===== src/rtl/alu_pkg.sv =====
// ---------------------------------------------------------------------------
// alu_pkg
// Shared definitions for the ALU issue controller:
//   alu_op_t       - ALU opcode encoding
//   ALU_NOP        - value driven on alu_ctrl when the ALU is not in use
//   lat_sel_t      - settle-latency class of an opcode (FAST / MUL / DIV)
//   issue_state_t  - issue controller FSM states
//   op_is_legal()  - true for every defined opcode
// ---------------------------------------------------------------------------
package alu_pkg;

    typedef enum logic [4:0] {
        ALU_OP_ADD  = 5'd1,
        ALU_OP_SUB  = 5'd2,
        ALU_OP_MUL  = 5'd3,
        ALU_OP_MOVE = 5'd4,
        ALU_OP_DIV  = 5'd5,
        ALU_OP_LNUM = 5'd6,
        ALU_OP_AND  = 5'd9,
        ALU_OP_OR   = 5'd10,
        ALU_OP_XOR  = 5'd11,
        ALU_OP_NOT  = 5'd12
    } alu_op_t;

    localparam logic [4:0] ALU_NOP = 5'd0;

    typedef enum logic [1:0] {
        LAT_SEL_FAST = 2'd0,
        LAT_SEL_MUL  = 2'd1,
        LAT_SEL_DIV  = 2'd2
    } lat_sel_t;

    typedef enum logic [1:0] {
        ST_IDLE   = 2'd0,
        ST_SETTLE = 2'd1,
        ST_RESP   = 2'd2
    } issue_state_t;

    function automatic logic op_is_legal(input logic [4:0] op);
        logic legal;
        case (op)
            ALU_OP_ADD, ALU_OP_SUB, ALU_OP_MUL, ALU_OP_MOVE, ALU_OP_DIV,
            ALU_OP_LNUM, ALU_OP_AND, ALU_OP_OR, ALU_OP_XOR, ALU_OP_NOT:
                legal = 1'b1;
            default:
                legal = 1'b0;
        endcase
        return legal;
    endfunction

endpackage


===== src/rtl/alu_op_decode.sv =====
// ---------------------------------------------------------------------------
// alu_op_decode
// Combinational classification of an incoming request.
// Ports:
//   op          in  [4:0]  requested opcode
//   b           in  [31:0] operand B (only inspected for divide-by-zero)
//   legal       out        opcode is one of the defined operations
//   div_by_zero out        DIV requested with a zero divisor
//   lat_sel     out        settle-latency class of the opcode
// ---------------------------------------------------------------------------
module alu_op_decode
    import alu_pkg::*;
(
    input  logic [4:0]  op,
    input  logic [31:0] b,
    output logic        legal,
    output logic        div_by_zero,
    output lat_sel_t    lat_sel
);

    always_comb begin
        legal       = op_is_legal(op);
        div_by_zero = (op == ALU_OP_DIV) && (b == 32'd0);
        lat_sel     = LAT_SEL_FAST;
        if (op == ALU_OP_MUL) begin
            lat_sel = LAT_SEL_MUL;
        end else if (op == ALU_OP_DIV) begin
            lat_sel = LAT_SEL_DIV;
        end
    end

endmodule


===== src/rtl/alu_issue_ctrl.sv =====
// ---------------------------------------------------------------------------
// alu_issue_ctrl
// Initiator side of the ALU interface. Accepts one request, drives the
// combinational ALU for an opcode-dependent number of settle cycles, samples
// the result and returns it (with an error flag) over a response handshake.
// Ports:
//   clk, rst                    clock (rising edge), async active-high reset
//   req_valid/req_ready         request handshake
//   req_op, req_a, req_b        opcode and operands
//   alu_ctrl, alu_srcA/B        registered drive to the ALU
//   alu_result                  ALU output, sampled after settling
//   rsp_valid/rsp_ready         response handshake
//   rsp_result, rsp_err         sampled result; err = illegal op or div by 0
//   busy                        high whenever not IDLE
// ---------------------------------------------------------------------------
module alu_issue_ctrl
    import alu_pkg::*;
#(
    parameter int LAT_FAST = 1,
    parameter int LAT_MUL  = 2,
    parameter int LAT_DIV  = 4
) (
    input  logic        clk,
    input  logic        rst,
    input  logic        req_valid,
    output logic        req_ready,
    input  logic [4:0]  req_op,
    input  logic [31:0] req_a,
    input  logic [31:0] req_b,
    output logic [4:0]  alu_ctrl,
    output logic [31:0] alu_srcA,
    output logic [31:0] alu_srcB,
    input  logic [31:0] alu_result,
    output logic        rsp_valid,
    input  logic        rsp_ready,
    output logic [31:0] rsp_result,
    output logic        rsp_err,
    output logic        busy
);

    localparam int MAX_FM  = (LAT_FAST > LAT_MUL) ? LAT_FAST : LAT_MUL;
    localparam int MAX_LAT = (MAX_FM > LAT_DIV) ? MAX_FM : LAT_DIV;
    localparam int CNT_W   = $clog2(MAX_LAT) + 1;

    issue_state_t     state_q, state_d;
    logic [CNT_W-1:0] cnt_q, cnt_d;
    logic [4:0]       alu_ctrl_q, alu_ctrl_d;
    logic [31:0]      src_a_q, src_a_d;
    logic [31:0]      src_b_q, src_b_d;
    logic [31:0]      rsp_result_q, rsp_result_d;
    logic             rsp_err_q, rsp_err_d;
    logic             rsp_valid_q, rsp_valid_d;

    logic             dec_legal;
    logic             dec_div_by_zero;
    lat_sel_t         dec_lat_sel;
    logic [CNT_W-1:0] lat_m1;

    alu_op_decode u_decode (
        .op          (req_op),
        .b           (req_b),
        .legal       (dec_legal),
        .div_by_zero (dec_div_by_zero),
        .lat_sel     (dec_lat_sel)
    );

    // Counter preload is L-1 so that the sampling edge lands at accept + L.
    always_comb begin
        lat_m1 = CNT_W'(LAT_FAST - 1);
        case (dec_lat_sel)
            LAT_SEL_MUL: lat_m1 = CNT_W'(LAT_MUL - 1);
            LAT_SEL_DIV: lat_m1 = CNT_W'(LAT_DIV - 1);
            default:     lat_m1 = CNT_W'(LAT_FAST - 1);
        endcase
    end

    always_comb begin
        state_d      = state_q;
        cnt_d        = cnt_q;
        alu_ctrl_d   = alu_ctrl_q;
        src_a_d      = src_a_q;
        src_b_d      = src_b_q;
        rsp_result_d = rsp_result_q;
        rsp_err_d    = rsp_err_q;
        rsp_valid_d  = rsp_valid_q;

        case (state_q)
            ST_IDLE: begin
                if (req_valid) begin
                    if (dec_legal && !dec_div_by_zero) begin
                        alu_ctrl_d = req_op;
                        src_a_d    = req_a;
                        src_b_d    = req_b;
                        cnt_d      = lat_m1;
                        state_d    = ST_SETTLE;
                    end else begin
                        // Rejected ops never reach the ALU; answer at once.
                        rsp_result_d = 32'd0;
                        rsp_err_d    = 1'b1;
                        rsp_valid_d  = 1'b1;
                        state_d      = ST_RESP;
                    end
                end
            end
            ST_SETTLE: begin
                if (cnt_q != '0) begin
                    cnt_d = cnt_q - CNT_W'(1);
                end else begin
                    rsp_result_d = alu_result;
                    rsp_err_d    = 1'b0;
                    rsp_valid_d  = 1'b1;
                    alu_ctrl_d   = ALU_NOP;
                    state_d      = ST_RESP;
                end
            end
            ST_RESP: begin
                if (rsp_ready) begin
                    rsp_valid_d = 1'b0;
                    state_d     = ST_IDLE;
                end
            end
            default: begin
                state_d = ST_IDLE;
            end
        endcase
    end

    always_ff @(posedge clk or posedge rst) begin
        if (rst) begin
            state_q      <= ST_IDLE;
            cnt_q        <= '0;
            alu_ctrl_q   <= ALU_NOP;
            src_a_q      <= 32'd0;
            src_b_q      <= 32'd0;
            rsp_result_q <= 32'd0;
            rsp_err_q    <= 1'b0;
            rsp_valid_q  <= 1'b0;
        end else begin
            state_q      <= state_d;
            cnt_q        <= cnt_d;
            alu_ctrl_q   <= alu_ctrl_d;
            src_a_q      <= src_a_d;
            src_b_q      <= src_b_d;
            rsp_result_q <= rsp_result_d;
            rsp_err_q    <= rsp_err_d;
            rsp_valid_q  <= rsp_valid_d;
        end
    end

    assign req_ready  = (state_q == ST_IDLE);
    assign busy       = (state_q != ST_IDLE);
    assign alu_ctrl   = alu_ctrl_q;
    assign alu_srcA   = src_a_q;
    assign alu_srcB   = src_b_q;
    assign rsp_valid  = rsp_valid_q;
    assign rsp_result = rsp_result_q;
    assign rsp_err    = rsp_err_q;

endmodule


===== config.mk =====
export PLATFORM = sky130hd
export DESIGN_NAME = alu_issue_ctrl
export DESIGN_NICKNAME = d
export VERILOG_FILES = /design/src/rtl/alu_pkg.sv /design/src/rtl/alu_op_decode.sv /design/src/rtl/alu_issue_ctrl.sv
export SDC_FILE = /design/constraint.sdc
export NUM_CORES = 1
export LEC_CHECK = 0
export ABC_CLOCK_PERIOD_IN_PS = 3200
export CORE_MARGIN = 8
export CORE_UTILIZATION = 38
export DETAILED_ROUTE_END_ITERATION = 10
export DONT_BUFFER_PORTS = 1
export GPL_ROUTABILITY_DRIVEN = 0
export PLACE_DENSITY = 0.66
export REMOVE_ABC_BUFFERS = 1
export SYNTH_ARGS = -nofsm -noshare
export SYNTH_HDL_FRONTEND = slang
export SYNTH_SLANG_ARGS = --single-unit
export TNS_END_PERCENT = 10

===== constraint.sdc =====
create_clock -name clk -period 3.2 [get_ports clk]
set_input_delay 0.48 -clock clk [delete_from_list [all_inputs] [get_ports clk]]
set_output_delay 0.48 -clock clk [all_outputs]
set_load 0.02 [all_outputs]

==> results.yml, run 1 <==
run_status:
  status: "finished clean"
synthesis:
  syn_area_per_cell_um2: 14.80
  synthXorXnorAreaFrac_pct: 0.1972
  synth-edff-count: 0
  synth-adder-area-share_pct: 0.5635
  netlist_area_um2: 4441
  ys_seq_area_share_pct: 60.86
  synth-seq-cells: 108
  synth_compound_area_share_pct: 9.975
  synthMuxAreaShare_pct: 19.44
  synthSimpleGateAreaFrac_pct: 6.340
  synth_ff_type: "dfrtp_1"
  synthesis.instances: 300
  synthArstFlopShare_pct: 100.0
  synth_top_family_by_area: "multiplexers"
  yosysWarnings: 0
  synth.distinct_cells: 38
setup_path:
  path_buf_inv: 1
  cpMaxStageDelayCell: "nor2_4"
  crit_chain: "nor2_1 > nand2_1 > or2_1 > nor2_4 > buf_12 > mux2_2"
  cp-start-kind: "flop"
  worstPathArrival_ps: 2760
  critPathTopFamily: "simple AND/OR/NAND/NOR gates"
  worstPathRequired_ps: 3420
  critPathCaptureType: "flop"
  setup.worst_path.class: "flop to flop"
  max_stage_delay_ps: 560
  cp_max_fo: 44
finish:
  design_area_um2: 4918
  syn_to_final_growth_pct: 10.76
  layout-drive-gt1-share_pct: 29.51
  nNetsFinal: 408
  utilization_pct: 43.07
  layout_commonest_cell: "dfrtp_1"
  layout_common_cells: "dfrtp_1 (108), mux2_4 (38), a22o_1 (32)"
  antenna_cells: 0
floorplan:
  rows: 39
  die_w_um: 124.1
  die_height_um: 124.1
  start_util_pct: 38.89
  io_pins: 210
  coreArea_um2: 11420
  die-area_um2: 15400
clock_network:
  clock_sinks: 108
  cts_tree: "yes"
  path_clk_slew_ps: 70
  htree_levels: 3
  hold_buffers: 0
  insertion_delay_ps: 340
  numCtsBuffers: 9
  cts_setup_buffers: 0
  ctsLongestPathBuffers: 2
  root_buffer: "clkbuf_16"
  cts-resized-gates: 0
timing:
  skew_ps: 5.705
  max_slew_margin_pct: 14.89
  maxSlewViolCount: 0
  worst_slew_pin_slew_ps: 1277
  rsz0062_at_grt: "no"
  tns_ps: 0
  finalCritPeriodShare_pct: 79.32
  setup-violations-final: 0
  max_freq_ghz: 0.3940
  hold_viol: 0
  min_period_ps: 2538
detailed_routing:
  routed_wl_um: 10900
  first_iter_violations: 165
  viasPerCell: 5.592
  wl_per_cell_um: 24.33
  first_pass_iters: 4
  vias: 2505
  antenna_left: 0
  drc: 0
place:
  place_area_um2: 4602
  dp_hpwl_um: 8220
  io_buffers: 0
power_and_ir_drop:
  p_per_area_nw_per_um2: 1142
  leakage_nw: 2.187
  p_total_w: 0.005615
  vdd_drop_max_v: 0.0007897
global_routing:
  grt_max_degree: 59
  grt_overflow: 0
  antenna_found_initial: 0
  grt_pass1_vias: 2725
  grt_use_total_pct: 14.03
  grt_pass1_wl_um: 16330
hold_path:
  min_path_type: "input port to asynchronous set/reset pin"
job:
  drv_cap: 0
flip-flops by register name (all words and copies together) (netlist names):
signal,flops
rsp_err,1
cnt_q,3
alu_ctrl,5
rsp_result,32
state_q,2
alu_srcB,32
rsp_valid,1
alu_srcA,32
layer usage:
metal,vias to the layer above,part of all wire (%),track usage (%)
met4,0,1.6,4.981
met3,9,9.7,6.890
met5,-,0,0
met2,114,53,23.27
li1,1101,-,-
met1,1281,36,15.32
path summary, 6_finish.rpt:
path,end,slack (ps),start,cells after the start
worst min-delay path,alu_srcB[27]$_DFFE_PP0P_,90,rst,1
worst max-delay path,alu_srcA[18]$_DFFE_PP0P_,660,state_q[0]$_DFFE_PP0P_,6
min in group clk,state_q[1]$_DFFE_PP0P_,250,rsp_ready,1
worst min register to register,cnt_q[0]$_DFFE_PP0P_,550,cnt_q[0]$_DFFE_PP0P_,1
worst max register to register,alu_srcA[18]$_DFFE_PP0P_,660,state_q[0]$_DFFE_PP0P_,6
max in group asynchronous,alu_srcB[26]$_DFFE_PP0P_,2360,rst,2
metrics by stage:
stage	setup WS, ps	hold WS (ps)	instances
after floorplan	-928.5	503.5	285
after global placement	496.8	465.6	433
after CTS	634.3	104.1	448
after global routing	495.6	130.3	448
final	661.6	90.01	448
after detailed placement	468.6	485.1	433
power breakdown:
group	internal, W	switching, W
sequential	0.00199	0.00132
clock	0.000703	0.000458
combinational	0.000706	0.000438
kinds of logic after synthesis:
logic type / count (synthesis)
xor gates and xnor gates: 1
AOI/OAI and AO/OA: 57
buffers and inverters: 19
adders and majority gates: 2
muxes: 64
DFF: 108
and+or+nand+nor: 49
layout make-up:
type,count,area (um^2)
clock buffers,11,242.7
clock inverters,4,73.82
fillers,1062,6500
inverters,4,17.52
multi-input cells,173,1640
flip-flops and latches,108,2703
well taps,143,178.9
repair buffers,5,62.56
cells in the mapped netlist, types with 4 or more instances:
cell type	instances	area, um^2
clkbuf_1	4	15.01
a22o_1	32	280.3
nand2_1	10	37.54
buf_2	6	30.03
nor2_1	4	15.01
mux2_4	38	570.6
buf_6	5	56.30
a21oi_1	8	40.04
mux2_2	26	292.8
inv_1	4	15.01
o21ai_0	7	35.03
nor4_1	8	50.05
dfrtp_1	108	2703
Power figures use the tool's default switching activity.
==> run 2, diff against run 1 <==
--- a/config.mk
+++ b/config.mk
@@ -5,7 +5,7 @@
 export SDC_FILE = /design/constraint.sdc
 export NUM_CORES = 1
 export LEC_CHECK = 0
-export ABC_CLOCK_PERIOD_IN_PS = 3200
+export ABC_CLOCK_PERIOD_IN_PS = 2200
 export CORE_MARGIN = 8
 export CORE_UTILIZATION = 38
 export DETAILED_ROUTE_END_ITERATION = 10
==> constraint.sdc (replaced) <==
create_clock -name clk -period 2.2 [get_ports clk]
set_input_delay 0.33 -clock clk [delete_from_list [all_inputs] [get_ports clk]]
set_output_delay 0.33 -clock clk [all_outputs]
set_load 0.02 [all_outputs]
==> run 2 against run 1 <==
Worst hold slack improved by 19 ps. Wire length up 4.2%. Total power increased by 45%. Clock skew up 2.0 ps. Sequential power rose by 44%. Critical path type unchanged. Final cell count up 2.7%.
==> results.yml, run 2 (synthesis results as in run 1) <==
finish:
  utilization_pct: 43.86
  antenna_cells: 0
  layout-drive-gt1-share_pct: 32.49
  layout_commonest_cell: "dfrtp_1"
  syn_to_final_growth_pct: 12.79
  num-fill-cells: 1062
  layout_common_cells: "dfrtp_1 (108), mux2_4 (38), a22o_1 (32)"
  nNetsFinal: 419
detailed_routing:
  viasPerCell: 5.648
  wl_met2_um: 5744
  wl_per_cell_um: 24.70
  first_iter_violations: 133
  routed_wl_um: 11360
  first_pass_iters: 4
  wl_met3_um: 1037
  vias: 2598
  drc: 0
  top_layer_used: "met4"
  antenna_left: 0
  wl_met1_um: 4399
setup_path:
  setup.worst_path.class: "flop to flop"
  critPathCaptureType: "flop"
  worstPathArrival_ps: 2150
  cp-start-kind: "flop"
  cp-startpoint: "state_q[0]$_DFFE_PP0P_"
  cp_max_fo: 16
  worstPathRequired_ps: 2340
  rr_worst_depth: 3
  rr_startpoint: "state_q[0]$_DFFE_PP0P_"
  r2r_setup_slack_ps: 200
floorplan:
  die_w_um: 124.1
  rows: 39
  die_height_um: 124.1
  coreArea_um2: 11420
  die-area_um2: 15400
  io_pins: 210
  start_util_pct: 38.89
power_and_ir_drop:
  p_total_w: 0.008117
  leakage_nw: 2.232
  vdd_drop_max_v: 0.0007886
  p_per_area_nw_per_um2: 1621
timing:
  setup_slack_ps: 199.0
  rsz0062_at_grt: "no"
  min_period_ps: 2001
  skew_ps: 7.693
  max_slew_margin_pct: 18.80
  maxSlewViolCount: 0
  whs_ps: 109.3
  max_freq_ghz: 0.4998
  worst_slew_pin_slew_ps: 1211
  hold_viol: 0
  setup-violations-final: 0
  finalCritPeriodShare_pct: 90.95
clock_network:
  clock_sinks: 108
  numCtsBuffers: 9
  cts_tree: "yes"
  path_clk_slew_ps: 70
  insertion_delay_ps: 340
  htree_levels: 3
  root_buffer: "clkbuf_16"
  ctsLongestPathBuffers: 2
global_routing:
  grt_pass1_vias: 2887
  grt_overflow: 0
  antenna_found_initial: 0
  grt_max_degree: 55
  grt_use_total_pct: 14.33
  grt_pass1_wl_um: 16970
place:
  io_buffers: 0
  pre_cts_slack_ps: -226.7
  dp_hpwl_um: 8438
hold_path:
  min_from: "rsp_ready"
  min_delay_path_depth: 1
  min_path_type: "input port to flop"
job:
  drv_cap: 0
run_status:
  status: "finished clean"
run 2: cell types whose count changed in the layout (fill, tap and decap cells not counted), sizes merged:
cell         previous run  this run
buf                     5        14
bufinv                  2         0
clkinv                  2         3
clkinvlp                0         1
dlygate4sd3             0         1
inv                     4         5
o31ai                   2         3
run 2: final cells by class:
cell class	instances	area (um^2)	area share, %
clock buffers	11	252.7	5.046
well taps	143	178.9	3.572
clock inverters	5	35.03	0.6995
inverters	4	17.52	0.3497
flip-flops and latches	108	2703	53.96
repair buffers	15	165.2	3.298
multi-input cells	174	1657	33.08
run 2: stage by stage:
stage	setup TNS [ps]	instance area [um^2]	cells
after floorplan	-253940	4339	285
after global placement	-740.3	4695	442
after detailed placement	-3920	4695	442
after CTS	0	4992	459
after global routing	0	5009	460
final	0	5009	460
run 2: power by group:
group	leakage (nW)	total [W]	switching (W)	internal (W)
Clock	0.142	0.00154	0.000705	0.000833
Sequential	1.35	0.00478	0.00188	0.00290
Combinational	0.736	0.00180	0.000709	0.00109
Total	2.23	0.00812	0.00330	0.00482
run 2: worst paths after layout:
kind	to
min in group asynchronous	rsp_result[18]$_DFFE_PP0P_
min	state_q[1]$_DFFE_PP0P_
max	state_q[1]$_DFFE_PP0P_
max reg2reg	state_q[1]$_DFFE_PP0P_
max in group asynchronous	cnt_q[2]$_DFFE_PP0P_
min reg2reg	cnt_q[0]$_DFFE_PP0P_
run 2: critical path, cell delays in order (launching register included):
cell	delay [ps]
dfrtp_1	380
buf_4	190
o31ai_2	1020
o21ai_0	230
run 2: metal layers:
metal  up-vias  GRT usage (%)
met3        12          5.349
met1      1338          17.24
li1       1127              -
met2       121          23.17
met4         0          4.981
met5         -              0
run 2: timing repair:
item                                   CTS  global route
hold buffers                             1             0
gates resized for setup                  0             1
endpoints found under the hold margin   30             0
setup buffers                            0             0
setup endpoints to repair                0            33
